`src/rtl/alu_seq.sv`:
```
// alu_seq: handshaked ALU with generic operand width.
// Single-cycle logic/arithmetic ops plus a multi-cycle restoring divider
// that returns quotient (low half of y) and remainder (high half of y).
// One operation is in flight at a time.
// in_ready is high only in IDLE. out_valid is high only in DONE.

module alu_seq #(
    parameter int W = 4
) (
    input  logic             clk,
    input  logic             rst,
    input  logic             in_valid,
    output logic             in_ready,
    input  logic [W-1:0]     a,
    input  logic [W-1:0]     b,
    input  logic [2:0]       op,
    output logic             out_valid,
    input  logic             out_ready,
    output logic [2*W-1:0]   y,
    output logic             zero,
    output logic             div_zero
);

    localparam int CW = $clog2(W + 1);

    localparam logic [2:0] OP_AND  = 3'd0;
    localparam logic [2:0] OP_SUB  = 3'd1;
    localparam logic [2:0] OP_ADD  = 3'd2;
    localparam logic [2:0] OP_OR   = 3'd3;
    localparam logic [2:0] OP_XOR  = 3'd4;
    localparam logic [2:0] OP_DIV  = 3'd5;
    localparam logic [2:0] OP_NOTA = 3'd6;
    localparam logic [2:0] OP_NOTB = 3'd7;

    typedef enum logic [1:0] {
        S_IDLE = 2'd0,
        S_DIV  = 2'd1,
        S_DONE = 2'd2
    } state_t;

    state_t             r_state;
    state_t             w_state_next;

    // Divider working registers
    logic [W-1:0]       r_rem;
    logic [W-1:0]       r_quot;
    logic [W-1:0]       r_divisor;
    logic [CW-1:0]      r_cnt;

    // Result registers
    logic [2*W-1:0]     r_y;
    logic               r_zero;
    logic               r_div_zero;

    // Handshake / control decodes
    logic               w_accept;
    logic               w_b_is_zero;
    logic               w_div_start;
    logic               w_div_last;
    logic               w_done_take;

    // Single-cycle datapath
    logic [W-1:0]       w_and;
    logic [W-1:0]       w_or;
    logic [W-1:0]       w_xor;
    logic [W-1:0]       w_nota;
    logic [W-1:0]       w_notb;
    logic [2*W-1:0]     w_a_ext;
    logic [2*W-1:0]     w_b_ext;
    logic [2*W-1:0]     w_imm_y;
    logic               w_imm_div_zero;

    // Divider step datapath
    logic [W:0]         w_shift;
    logic               w_ge;
    logic [W-1:0]       w_diff;
    logic [W-1:0]       w_rem_next;
    logic [W-1:0]       w_quot_next;

    assign in_ready  = (r_state == S_IDLE);
    assign out_valid = (r_state == S_DONE);
    assign y         = r_y;
    assign zero      = r_zero;
    assign div_zero  = r_div_zero;

    assign w_accept    = in_valid && (r_state == S_IDLE);
    assign w_b_is_zero = (b == '0);
    // A divide by zero skips the DIV state and completes like any other single-cycle op.
    assign w_div_start = w_accept && (op == OP_DIV) && !w_b_is_zero;
    assign w_div_last  = (r_state == S_DIV) && (r_cnt == CW'(1));
    assign w_done_take = (r_state == S_DONE) && out_ready;

    // Per-bit logic unit
    generate
        for (genvar gi = 0; gi < W; gi++) begin : g_logic_bit
            assign w_and[gi]  = a[gi] & b[gi];
            assign w_or[gi]   = a[gi] | b[gi];
            assign w_xor[gi]  = a[gi] ^ b[gi];
            assign w_nota[gi] = ~a[gi];
            assign w_notb[gi] = ~b[gi];
        end
    endgenerate

    assign w_a_ext = {{W{1'b0}}, a};
    assign w_b_ext = {{W{1'b0}}, b};

    // Result of every operation that completes at the acceptance edge
    always_comb begin
        w_imm_y        = '0;
        w_imm_div_zero = 1'b0;
        case (op)
            OP_AND:  w_imm_y = {{W{1'b0}}, w_and};
            // Full 2W-bit subtraction so a < b yields all-ones in the upper half
            OP_SUB:  w_imm_y = w_a_ext - w_b_ext;
            OP_ADD:  w_imm_y = w_a_ext + w_b_ext;
            OP_OR:   w_imm_y = {{W{1'b0}}, w_or};
            OP_XOR:  w_imm_y = {{W{1'b0}}, w_xor};
            // Only reached here with b == 0; a nonzero divisor goes through the DIV state
            OP_DIV:  begin
                w_imm_y        = '0;
                w_imm_div_zero = 1'b1;
            end
            OP_NOTA: w_imm_y = {{W{1'b0}}, w_nota};
            OP_NOTB: w_imm_y = {{W{1'b0}}, w_notb};
            default: w_imm_y = '0;
        endcase
    end

    // One restoring-division step: shift in the next dividend bit, then subtract if it fits.
    // The difference is computed in W bits.
    // When it is taken (w_ge), it is below the divisor, so it always fits in W bits.
    always_comb begin
        w_shift     = {r_rem, r_quot[W-1]};
        w_ge        = (w_shift >= {1'b0, r_divisor});
        w_diff      = w_shift[W-1:0] - r_divisor;
        w_rem_next  = w_ge ? w_diff : w_shift[W-1:0];
        w_quot_next = {r_quot[W-2:0], w_ge};
    end

    // State register
    always_ff @(posedge clk) begin
        if (rst) begin
            r_state <= S_IDLE;
        end else begin
            r_state <= w_state_next;
        end
    end

    // Next-state logic.
    // Leaving DONE always passes through IDLE, so nothing is accepted on the release edge.
    always_comb begin
        w_state_next = r_state;
        case (r_state)
            S_IDLE: begin
                if (w_div_start) begin
                    w_state_next = S_DIV;
                end else if (w_accept) begin
                    w_state_next = S_DONE;
                end
            end
            S_DIV: begin
                if (w_div_last) begin
                    w_state_next = S_DONE;
                end
            end
            S_DONE: begin
                if (w_done_take) begin
                    w_state_next = S_IDLE;
                end
            end
            default: w_state_next = S_IDLE;
        endcase
    end

    // Divider registers.
    // The operands are captured at acceptance; later input changes do not matter.
    always_ff @(posedge clk) begin
        if (rst) begin
            r_rem     <= '0;
            r_quot    <= '0;
            r_divisor <= '0;
            r_cnt     <= '0;
        end else if (w_div_start) begin
            r_rem     <= '0;
            r_quot    <= a;
            r_divisor <= b;
            r_cnt     <= CW'(W);
        end else if (r_state == S_DIV) begin
            r_rem     <= w_rem_next;
            r_quot    <= w_quot_next;
            r_cnt     <= r_cnt - 1'b1;
        end
    end

    // Result and flag registers.
    // They are loaded only when entering DONE and otherwise hold their last value.
    always_ff @(posedge clk) begin
        if (rst) begin
            r_y        <= '0;
            r_zero     <= 1'b0;
            r_div_zero <= 1'b0;
        end else if (w_accept && !w_div_start) begin
            r_y        <= w_imm_y;
            r_zero     <= (w_imm_y == '0);
            r_div_zero <= w_imm_div_zero;
        end else if (w_div_last) begin
            r_y        <= {w_rem_next, w_quot_next};
            r_zero     <= ({w_rem_next, w_quot_next} == '0);
            r_div_zero <= 1'b0;
        end
    end

endmodule

```
`config.mk`:
```
export PLATFORM = sky130hd
export DESIGN_NAME = alu_seq
export DESIGN_NICKNAME = d
export VERILOG_FILES = /design/src/rtl/alu_seq.sv
export SDC_FILE = /design/constraint.sdc
export NUM_CORES = 1
export LEC_CHECK = 0
export CORE_AREA = 2 2 67 69
export DETAILED_ROUTE_END_ITERATION = 12
export DIE_AREA = 0 0 69 71
export GPL_TIMING_DRIVEN = 0
export PLACE_DENSITY = 0.8
export SLEW_MARGIN = 20
export SYNTH_ARGS = -nofsm -noshare
export SYNTH_HDL_FRONTEND = slang
export SYNTH_SLANG_ARGS = --single-unit
```
`constraint.sdc`:
```
create_clock -name clk -period 2.32 [get_ports clk]
set_clock_uncertainty 0.15 [all_clocks]
set_input_delay 0.464 -clock clk [delete_from_list [all_inputs] [get_ports clk]]
set_output_delay 0.464 -clock clk [all_outputs]
set_load 0.01 [all_outputs]
```
======== Word level (Yosys, flattened, before mapping) ========
Cells that the tools add are included.
storage, ports and cells
  input bits .............................. 15
  RAM bits ................................ 0
  flip-flop bits (word level) ............. 27
  output and inout port bits .............. 12
  logic and storage cells ................. 82
  memory bits (read-only) ................. 0
  memories kept ........................... 0
  latch bits .............................. 0
operators by class
  add/subtract/negate cells ............... 4
  mux-type cells .......................... 18
  reduce and logical (&&, ||, !) cells .... 17
  bitwise operators ....................... 20
  shifts and indexed selects .............. 0
  divide/modulo/power cells ............... 0
  $mul .................................... 0
  equal/unequal tests ..................... 13
  $lt $le $gt $ge ......................... 1
operators with widths
  kind                                                                      number
  8-bit one-hot mux with 8 select lines                                     1
  8-bit zero test                                                           2
  8-bit two-way mux                                                         2
  3-bit equality test (second input constant)                               4
  4-bit two-way mux                                                         3
  2-bit two-way mux                                                         4
  1-bit NOT                                                                 8
  3-bit by 1-bit equality test with 1-bit output (second input constant)    2
  3-bit by 2-bit equality test with 1-bit output (second input constant)    2
  1-bit logical AND                                                         6
  3-bit two-way mux                                                         2
  2-bit one-hot mux with 3 select lines                                     1
  4-bit by 4-bit adder with 5-bit output                                    1
  5-bit by 4-bit >= comparator with 1-bit output                            1
  1-bit two-way mux                                                         5
  4-bit by 4-bit subtractor with 5-bit output                               1
  1-bit AND                                                                 4
  4-bit zero test                                                           1
  1-bit bitwise OR                                                          4
  2-bit nonzero test                                                        2
  4-bit subtractor                                                          1
  1-bit bitwise XOR                                                         4
  3-bit zero test                                                           1
  3-bit by 1-bit inequality test with 1-bit output (second input constant)  1
  9 further kinds                                                           10

======== Logic depth before layout (Yosys ltp) ========
  depth after elaboration ................. 7
  mapped depth ............................ 10
  mapped depth without buffers ............ 10

======== Least setup slack after synthesis ========
Ideal clock, no wire load.
  path kind ............................... input-to-reg
  start point ............................. in a[0]
  end point ............................... reg r_zero (netlist: zero)
  path buffers ............................ 0
  setup slack ............................. 0.034 ns
  stages .................................. 9
  setup time .............................. 0.116 ns
  required time ........................... 2.054 ns
  arrival time ............................ 2.020 ns
  cell sequence ........................... inv_1 > ha_1 > inv_1 > fa_1 > a21o_1 > a211oi_2 > o21bai_1 > nor4b_2 > a31o_1
between the ends
  word-level cells in the longest chain between the ends .. 4
  elaborated cells on any way between the ends .. 9
  classes of those cells .................. add/sub: 2; mux: 2; bitwise: 4; reduce/logical: 1
RTL lines
  what                                                                  RTL line  text
  from (decl)                                                           14        input logic [W-1:0] a,
  4-bit by 4-bit adder with 5-bit output, or another cell as far along  115       OP_ADD: w_imm_y = w_a_ext + w_b_ext;
  8-bit one-hot mux with 8 select lines *                               111       case (op)
  8-bit zero test *                                                     204       r_zero <= (w_imm_y == '0);
  1-bit two-way mux *                                                   202       end else if (w_accept && !w_div_start) begin
  to (signal assigned)                                                  204
  to (signal assigned)                                                  208       r_zero <= ({w_rem_next, w_quot_next} == '0);
  to (decl)                                                             52        logic r_zero;
Mark *: on every way between the ends. The rest lies on a longest branch, timed or not.
A chain may end at the register's enable or synchronous reset.

======== Worst setup path after layout ========
  start point ............................. in op[2]
  end point ............................... reg r_zero (netlist: zero)
between the ends
  word-level cells in the longest chain between the ends .. 6
  elaborated cells on any way between the ends .. 16
  classes of those cells .................. eq/ne: 7; mux: 2; reduce/logical: 7
RTL lines
  what                                                                           RTL line  text
  from (decl)                                                                    16        input logic [2:0] op,
  branches (longest 6 deep; another with 8-bit one-hot mux with 8 select lines)  --
Parallel ways; which one is timed is not known.

==> summary.md <==
The initial utilization of the core area, before any placement, comes to 48.1%. The run gives 431 MHz as the achievable frequency. Number of detailed-route iterations in the first pass: 4.

Across the VDD grid, the largest voltage drop is 0.320 mV. The die is 71 microns tall. The number of enable flip-flop cells after synthesis works out to 0.

The count of synthesis-stage warnings from yosys was 0; the final wirelength was 4.96 mm. For the worst setup path, the data arrival time is 2.34 ns. The detailed router finished its first iteration with 192 violations. For the worst-skew pair, the clock arrives at the later sink with an insertion delay of 0.28 ns. Number of setup violations in the final report: 0. The slowest stage of the critical path belongs to the cell sky130_fd_sc_hd__clkdlybuf4s50_1. The first-pass GRT wire length came out at 8.45 mm. Setup repair after global routing could not meet its margin everywhere. In this run the core area contains 24 standard-cell rows. Number of max-cap violations: 0. The repair_antennas step left the layout with diodes totalling 0.

The leakage power of the design was 0.000946 uW. The clock passes through at most 2 buffers. The region available for standard cell placement spans 4200 sq um. Data on the critical path is required at its endpoint by 2.34 ns.

Registers take 541 sq um. Power per cell area: 440 nW/um^2. The pin count of the biggest net entering global routing came out at 16. The run gives 1921 as the overall via count from detail_route.

The placed standard-cell area is 2320 sq um. By count the netlist is led by sky130_fd_sc_hd__dfxtp_1, sky130_fd_sc_hd__nor2_1, sky130_fd_sc_hd__nand2_1. The filler cells instantiated in the layout total 391. After routing the design area is 2430 sq um.

The number of levels in the clock H-tree was 1; the average detailed-routed wire length per instance was 14.8 microns. The post-route netlist has 16.3% of its cells at a drive strength greater than 1. The count of buffering cells on the critical path with inverters included works out to 2. Counting flops and latches in the post-synthesis netlist gives 27. The tools report the via count of the first global-routing pass as 1777.

Total power for the finished layout comes to 1070 uW. For the pin with the worst max-slew slack, the measured transition is 0.597 ns. The biggest area contributor in the post-synthesis netlist is sky130_fd_sc_hd__dfxtp_1. Total CTS buffers: 3. Of all flip-flops after synthesis, the portion carrying an async set or reset was 0%. The synthesized design devotes to its leading area cell type 26.7% of total area. The worst setup path is captured at a register. The signal on the critical path passes through clkdlybuf4s50_1 > inv_1 > mux4_2 > a21oi_1 > nor3_1 > a31o_1. The cell class contributing the biggest share of worst-path delay was buffers and inverters. The net count of the finished layout is 321. Measured along the x axis, the die boundary spans 69 microns. TritonCTS built the clock tree. The count of nets left with antenna violations once routing finished came out at 0. Counting every net in the synthesized netlist gives 289. In the global route stage, overall resource usage came out at 20.8%. The post-synth design cell area is 2020 sq um, and the maximum fanout count along the critical path is 8.

In this run, post-CTS hold repair placed 0 buffers. For this run, design rule violations remaining after detail routing come to 0. For the sum of net half-perimeters after detailed placement, the log shows 3.74 mm. The path class of the lowest-slack min-delay path is primary input to register.

Headroom to the max-slew limit came out at 59.9%. By area the synthesized netlist is led by sky130_fd_sc_hd__dfxtp_1, sky130_fd_sc_hd__ha_1, sky130_fd_sc_hd__a21oi_1, sky130_fd_sc_hd__nor2_1, sky130_fd_sc_hd__nand2_1. For the global route total overflow, the log shows 0. Startpoint kind of the worst setup timing path: a primary input. The root buffer cell chosen for the clock tree is sky130_fd_sc_hd__clkbuf_8. After synthesis, the mean cell area works out to 8.02 sq um.

The critical path class is primary input to register. The number of hold violations in the final report is 0. For the area of the die, the log shows 4900 sq um.

Among all flip-flop cells after synthesis, the most frequent one is sky130_fd_sc_hd__dfxtp_1. During I/O placement, the number of pins put on the boundary was 27. After layout, the worst path uses 100% of the clock period. The multi-input combinational cells in the finished layout cover a total of 1390 sq um.

Clock-pin slew was measured on the worst setup and hold paths at 0.09 ns. The clock net in this run drives a total of 27 sinks. The flow ran to the end, and the final reports show no timing, DRC or antenna violations. The minimum clock period after layout was 2.32 ns; the delay contributed by the slowest stage of the critical path was 0.58 ns. The logs give 252 for the number of cells produced by synthesis and 0.852 for the final weighted congestion of routability-driven global placement. The number of max-slew violations in the final report was 0.

Dividing the detail-routed via count by the number of cells gives 5.73. Measured on the finished design, the core utilization comes to 57.9%. The layout-stage area growth over the synthesis result is 20.4%, and the number of antenna violations at the first check in global routing is 0.

The count of buffers added on input and output ports is 23. The part of the Yosys area used for sequential elements is 26.7%, and the count of unique library cells instantiated by Yosys is 52.
[placed cells by master, fill, tap and decap left out, types with 3 or more instances in the layout]
cell,instances
sky130_fd_sc_hd__or3_1,4
sky130_fd_sc_hd__o211ai_1,3
sky130_fd_sc_hd__clkbuf_8,3
sky130_fd_sc_hd__nor2_1,27
sky130_fd_sc_hd__nor2b_1,3
sky130_fd_sc_hd__nand2_1,25
sky130_fd_sc_hd__dfxtp_1,27
sky130_fd_sc_hd__mux2i_1,4
sky130_fd_sc_hd__buf_4,4
sky130_fd_sc_hd__buf_2,7
sky130_fd_sc_hd__a211oi_1,5
sky130_fd_sc_hd__clkdlybuf4s50_1,15
sky130_fd_sc_hd__inv_1,23
sky130_fd_sc_hd__nor3_1,5
sky130_fd_sc_hd__a31oi_1,4
sky130_fd_sc_hd__clkbuf_2,3
sky130_fd_sc_hd__nand2b_1,5
sky130_fd_sc_hd__o22ai_1,3
sky130_fd_sc_hd__nand3_1,4
sky130_fd_sc_hd__clkbuf_1,4
sky130_fd_sc_hd__o21ai_0,4
sky130_fd_sc_hd__a21oi_1,22
sky130_fd_sc_hd__xnor2_1,5
sky130_fd_sc_hd__clkdlybuf4s15_1,3
sky130_fd_sc_hd__a22oi_1,5
sky130_fd_sc_hd__ha_2,3
sky130_fd_sc_hd__ha_1,16
[timing repair]
| action | CTS | global route |
|---|---|---|
| pin swaps | 3 | 2 |
| setup endpoints to repair | 10 | 10 |
| resized for setup | 11 | 22 |
| endpoints found under the hold margin | 0 | 0 |
| buffers inserted | 4 | 0 |
[final timing paths]
| kind | depth (start not counted) | slack, ns | to | from |
|---|---|---|---|---|
| max | 6 | 0.0002 | zero | op[2] |
| min | 2 | 0.32 | y[2] | rst |
| max reg2reg | 9 | 0.18 | y[4] | r_divisor[1] |
| min reg2reg | 2 | 0.32 | r_rem[3] | r_rem[3] |
[sequential cells by signal, summed over array words and instances, names as in the netlist]
| name | cells |
|---|---|
| div_zero | 1 |
| r_cnt | 3 |
| r_divisor | 4 |
| r_quot | 4 |
| r_rem | 4 |
| r_state | 2 |
| y | 8 |
| zero | 1 |
[through the flow]
stage / worst slack [ns] / TNS, ns / hold WS (ns) / instances
2_1_floorplan: 0.0342 / 0 / 0.287 / 252
3_3_place_gp: -0.728 / -6.43 / 0.301 / 327
3_5_place_dp: -0.748 / -6.79 / 0.308 / 327
4_1_cts: -0.0501 / -0.0671 / 0.309 / 335
5_1_grt: -0.0298 / -0.0326 / 0.318 / 335
6_report: 0.000223 / 0 / 0.318 / 335
[metal layers]
| layer | wire, microns | vias up | global-route usage (%) |
|---|---|---|---|
| met5 | 0 | - | 0 |
| met4 | 31 | 0 | 4.58 |
| met3 | 217 | 4 | 2.85 |
| met2 | 2420 | 51 | 35.0 |
| met1 | 2290 | 916 | 28.4 |
| li1 | - | 950 | - |
[kinds of logic after synthesis]
group | after synthesis | synth area share [%]
multiplexers | 6 | 3.59
buffers and inverters | 36 | 7.49
XOR/XNOR | 6 | 2.60
flip-flops | 27 | 26.7
adder cells (fa/ha/maj) | 22 | 14.7
AO/OA/AOI/OAI | 67 | 22.2
AND/OR/NAND/NOR | 88 | 22.6
[worst reg2reg max path: stages, from the launching register on]
cell and delay [ns]:
sky130_fd_sc_hd__dfxtp_1 0.39, sky130_fd_sc_hd__inv_1 0.06, sky130_fd_sc_hd__ha_1 0.28, sky130_fd_sc_hd__nor2b_1 0.14
sky130_fd_sc_hd__o21ai_1 0.10, sky130_fd_sc_hd__a21boi_2 0.22, sky130_fd_sc_hd__nor2_2 0.10, sky130_fd_sc_hd__buf_4 0.16
sky130_fd_sc_hd__or3_1 0.34, sky130_fd_sc_hd__a31oi_1 0.13
[report_power, final]
part	internal [uW]	switching, uW
Sequential	481	12.1
Combinational	141	170
Clock	120	147
[area by class of cell]
| cell class | instances | share of cell area [%] |
|---|---|---|
| buffer | 12 | 2.52 |
| clock buffer | 3 | 1.70 |
| clock inverter | 1 | 0.206 |
| inverter | 24 | 3.70 |
| multi-input combinational | 189 | 56.9 |
| sequential | 27 | 22.2 |
| tap | 52 | 2.67 |
| timing repair buffer | 27 | 10.1 |
(Power assumes the default switching activity.)
==> patch 1: new RTL, same flow settings <==
Reset style: asynchronous (`rst`), changed in 3 clocked blocks.
--- a/src/rtl/alu_seq.sv
+++ b/src/rtl/alu_seq.sv
@@ -138,7 +138,7 @@
     end
 
     // State register
-    always_ff @(posedge clk) begin
+    always_ff @(posedge clk or posedge rst) begin
         if (rst) begin
             r_state <= S_IDLE;
         end else begin
@@ -174,7 +174,7 @@
 
     // Divider registers.
     // The operands are captured at acceptance; later input changes do not matter.
-    always_ff @(posedge clk) begin
+    always_ff @(posedge clk or posedge rst) begin
         if (rst) begin
             r_rem     <= '0;
             r_quot    <= '0;
@@ -194,7 +194,7 @@
 
     // Result and flag registers.
     // They are loaded only when entering DONE and otherwise hold their last value.
-    always_ff @(posedge clk) begin
+    always_ff @(posedge clk or posedge rst) begin
         if (rst) begin
             r_y        <= '0;
             r_zero     <= 1'b0;
Formal check against the unedited RTL: differs if rst is asserted again (counterexample within 4 cycles, from zero or initial values and one cycle with rst high); with rst held inactive, the same outputs for 10 cycles.
==> patch 1 against the original RTL <==
Area after synthesis is 8.8% higher; routed wire length is 6.9% higher; first-iteration DRC count is 43% lower; setup slack better by 0.031 ns; final area is 9.0% higher; sequential cell count stayed put; register-to-register slack worse by 0.08 ns; largest cell class unchanged; highest routed layer unchanged.
Power is not compared: it rests on default switching activity, and its combinational part moved more than twofold at a synthesized area within 25%.
==> patch 1: results (changes against the original RTL) <==
* Routed wl met2 at 2390 um (-1.3%)
* Hold depth at 1 (-1)
* Crit path DAT at 2.31 ns (-0.03 ns)
* Syn nets at 273 (-5.5%)
* Hpwl dp at 3840 um (+2.5%)
* Status: completed
* CP max stage delay at 0.49 ns (-0.09 ns)
* Post-CTS Setup Bufs at 1 (-3)
* R2R Path Start: r_rem[1]$_DFFE_PP0P_
* Clk network pwr share at 0.115
* Predominant post-synthesis flop cell: dfrtp_1
* Signal buf overhead at 0.125 (-0.00153)
* Hold Path Sink: y[0]$_DFFE_PP0P_
* FF-to-FF End: y[6]$_DFFE_PP0P_
* Seq/Total Area, Yosys at 0.307 (+0.0397)
* Placed inst area at 2550 um^2 (+9.9%)
* DRT iter0 DRCs at 110 (-43%)
* Async S/R FF share, synth at 1.00 (+1.00)
* Final wirelength at 5310 um (+6.9%)
* Fillers at 371 (-5.1%)
* Cell variety after synth at 59 (+13%)
* CP endpoint: y[3]$_DFFE_PP0P_
* Peak supply drop at 0.457 mV
* CP Max Fanout at 10 (+2)
* Multi-input gate count at 176 (-6.9%)
* Clock-cell share at 0.0174 (-0.00158)
* Nets@finish at 304 (-5.3%)
* RePlAce Congestion at 0.881 (+3.4%)
* Port Buf Inserts at 25 (+8.7%)
* Area of the multi-input gates at 1450 um^2 (+4.9%)
* Cts repair resizes at 38 (+27)
* GR Util met2 at 0.353 (+0.00214)
* Largest net degree at the start of global routing at 28 (+12)
* Inverters, non-clock at 19 (-21%)
* Hold path start: y[0]$_DFFE_PP0P_
* Vias per cell at 5.89 (+2.7%)
* Relative slew slack at 0.621 (+0.0220)
* Met3 WL at 272 um (+25%)
* Hold/Removal Path Class: flip-flop to flip-flop
* Hold_ws at 0.343 ns (+0.0251 ns)
* Met1 usage at 0.318 (+0.0339)
* Share of cells above drive strength 1 at 0.180 (+0.0179)
* Worst reg-to-reg setup slack at 0.10 ns (-0.08 ns)
* Top cells by area, synth: dfrtp_1 31%, ha_1 11%, inv_1 3.2%, nand2_1 2.9%, fa_1 2.7%
* Vias in the first global route at 1,763 (-0.79%)
* Met1 Wirelength at 2620 um (+14%)
* CTS tree: yes
* Final standard cell area without fillers at 2660 um^2 (+9.0%)
* Worst r2r path cells at 6 (-3)
* Fraction of area in registers at 0.254 (+0.0325)
* Post-synth top cells: 27 x dfrtp_1, 19 x ha_1, 19 x inv_1
==> patch 1: changes by cell type in the layout (fill, tap and decap cells not counted), moves of 7 or more <==
cell	unedited run	this run
a21oi_1	22	9
dfrtp_1	0	27
dfxtp_1	27	0
inv_1	23	16
nand2_1	25	17
nor2_1	27	15
==> patch 1: cell families after synthesis <==
| family | share of synthesized area |
|---|---|
| multiplexers | 0.0387 |
| adder cells (fa/ha/maj) | 0.135 |
| AND/OR/NAND/NOR | 0.201 |
| XOR/XNOR | 0.0119 |
| flip-flops | 0.307 |
| buffers and inverters | 0.0716 |
| AO/OA/AOI/OAI | 0.235 |
==> patch 1: through the flow <==
step / total power (W) / setup WS [ns] / util / std cells
5_1_grt: 0.00258 / -0.0259 / 0.632 / 318
6_report: 0.00239 / 0.0314 / 0.632 / 318
3_3_place_gp: 0.00201 / -0.890 / 0.606 / 313
2_1_floorplan: 0.00167 / -0.000397 / - / 236
3_5_place_dp: 0.00204 / -0.906 / 0.606 / 313
4_1_cts: 0.00236 / -0.0124 / 0.618 / 318
==> patch 2: new RTL, same flow settings <==
Without the edit above. Set the parameter `W` to 2 (it was 4).
--- a/src/rtl/alu_seq.sv
+++ b/src/rtl/alu_seq.sv
@@ -5,7 +5,7 @@
 // in_ready is high only in IDLE. out_valid is high only in DONE.
 
 module alu_seq #(
-    parameter int W = 4
+    parameter int W = 2
 ) (
     input  logic             clk,
     input  logic             rst,
Interface: changed (resized a, b and y); port bits go from 27 to 19. No check against the original RTL was run, so the function may have changed too.
==> patch 2 against the original RTL <==
Routed wire length decreased by 45%; setup slack improved by 0.061 ns; total power down 34%; final area shrank 41%; critical path depth up 2; largest cell class unchanged; utilization fell by 24 points; sequential cell count fell by 11; sequential power down 40%; final cell count is 38% lower; clock power decreased by 7%; largest power group unchanged; non-clock buffer count shrank 17; synthesized cell count decreased by 46%; area after synthesis is 42% lower.
==> patch 2: results (changes against the original RTL) <==
* CP endpoint: y[1]$_SDFFE_PP0P_
* Hold path start: r_divisor[0]$_SDFFE_PP0P_
* GRT met3 Usage at 0.0142 (-0.0142)
* Mux cell area share after synthesis at 0.0541 (+0.0182)
* Tot GR Track Use at 0.113 (-0.0943)
* Post-synthesis compound-gate area fraction at 0.209 (-0.0132)
* Hold Path Sink: r_divisor[0]$_SDFFE_PP0P_
* Post-Synth Adder-Cell Area at 0.119 (-0.0285)
* DRT iter0 DRCs at 41 (-79%)
* CP max stage delay at 0.48 ns (-0.10 ns)
* Crit path DAT at 2.26 ns (-0.08 ns)
* Worst r2r path cells at 5 (-4)
* Nets@finish at 179 (-44%)
* Placed inst area at 1410 um^2 (-39%)
* Xor and xnor area share after synthesis at 0.00742 (-0.0186)
* Share of cells above drive strength 1 at 0.134 (-0.0288)
* RePlAce Congestion at 0.832 (-2.3%)
* Status: completed
* Peak supply drop at 0.178 mV (-44%)
* Relative slew slack at 0.692 (+0.0924)
* Post-CTS Setup Bufs at 0 (-4)
* Hold/Removal Path Class: flip-flop to flip-flop
* Port Buf Inserts at 16 (-30%)
* Met1 usage at 0.142 (-0.142)
* Syn nets at 158 (-45%)
* Largest net degree at the start of global routing at 11 (-5)
* DR WL/cell at 13.0 um (-12%)
* Crit-path leading delay family: multiplexers
* Hpwl dp at 2010 um (-46%)
* Clock latency on the worst-skew pair at 0.25 ns (-0.03 ns)
* First-pass GRT wire length at 4440 um (-48%)
* Clock-pin slew of the registers on the worst-case setup and hold paths at 0.06 ns (-0.03 ns)
* Seq/Total Area, Yosys at 0.271 (+0.00415)
* Via Count at 1,076 (-44%)
* Top cells by area, synth: dfxtp_1 27%, ha_1 8.5%, inv_1 4.1%, a21oi_1 3.8%, nand2_1 3.8%
* Synth Warn # at 0 (unchanged)
* Slowest cell on crit path: fa_1
* FF-to-FF End: zero$_SDFFE_PP0P_
* Number of flip-flops in the largest register at 4 (-4)
* Worst Setup SP: a[0]
* Post-synth top cells: 16 x dfxtp_1, 13 x inv_1, 12 x nand2_1
* Cell variety after synth at 46 (-12%)
-- patch 2: changes by cell type in the layout (fill, tap and decap cells not counted), moves of 4 or more --
cell	delta
nand3b_1	+4
nor2_1	-20
a22oi_1	-5
inv_1	-12
xnor2_1	-4
nand2_1	-13
nor2b_1	+4
ha_1	-8
dfxtp_1	-11
a21oi_1	-13
-- patch 2: cell type report --
class / count / area [um^2]
well taps: 52 / 65.1
fillers: 444 / 2760
repair buffers: 16 / 143
clock buffers: 4 / 55.1
multi-input cells: 102 / 781
plain buffers: 6 / 33.8
inverters: 13 / 48.8
flip-flops and latches: 16 / 320
-- patch 2: repair_timing --
item,4_1_cts,5_1_grt
resized for setup,16,5
endpoints found under the hold margin,0,0
gates cloned,0,0
setup endpoints to repair,4,2
-- patch 2: per-stage QoR --
stage | cells | setup TNS [ns] | setup slack [ns] | hold WS, ns
after floorplan | 137 | 0 | 0.00868 | 0.286
after global placement | 205 | -2.15 | -0.661 | 0.294
after CTS | 209 | 0 | 0.0265 | 0.317
final | 209 | 0 | 0.0616 | 0.320
after detailed placement | 205 | -2.44 | -0.720 | 0.308
after global routing | 209 | 0 | 0.00536 | 0.340
-- patch 2: metal layers --
layer | vias to the layer above | share of wire
met5 | - | 0
met2 | 21 | 0.48
li1 | 533 | -
met1 | 517 | 0.47
met4 | 0 | 0.022
met3 | 5 | 0.024
-- patch 2: cells by family (layout without fill, tap and decap cells) --
kind of cell    count (synthesis)  in the layout
mux                             5              5
compound gates                 32             32
simple gates                   54             54
xor+xnor                        1              1
fa+ha+maj                      10             10
buf+inv                        19             39
flops                          16             16
-- patch 2: power breakdown --
part / switching [W] / internal (W)
clock: 0.0000996 / 0.000151
sequential: 0.00000929 / 0.000287
combinational: 0.0000813 / 0.0000815
total: 0.000190 / 0.000519
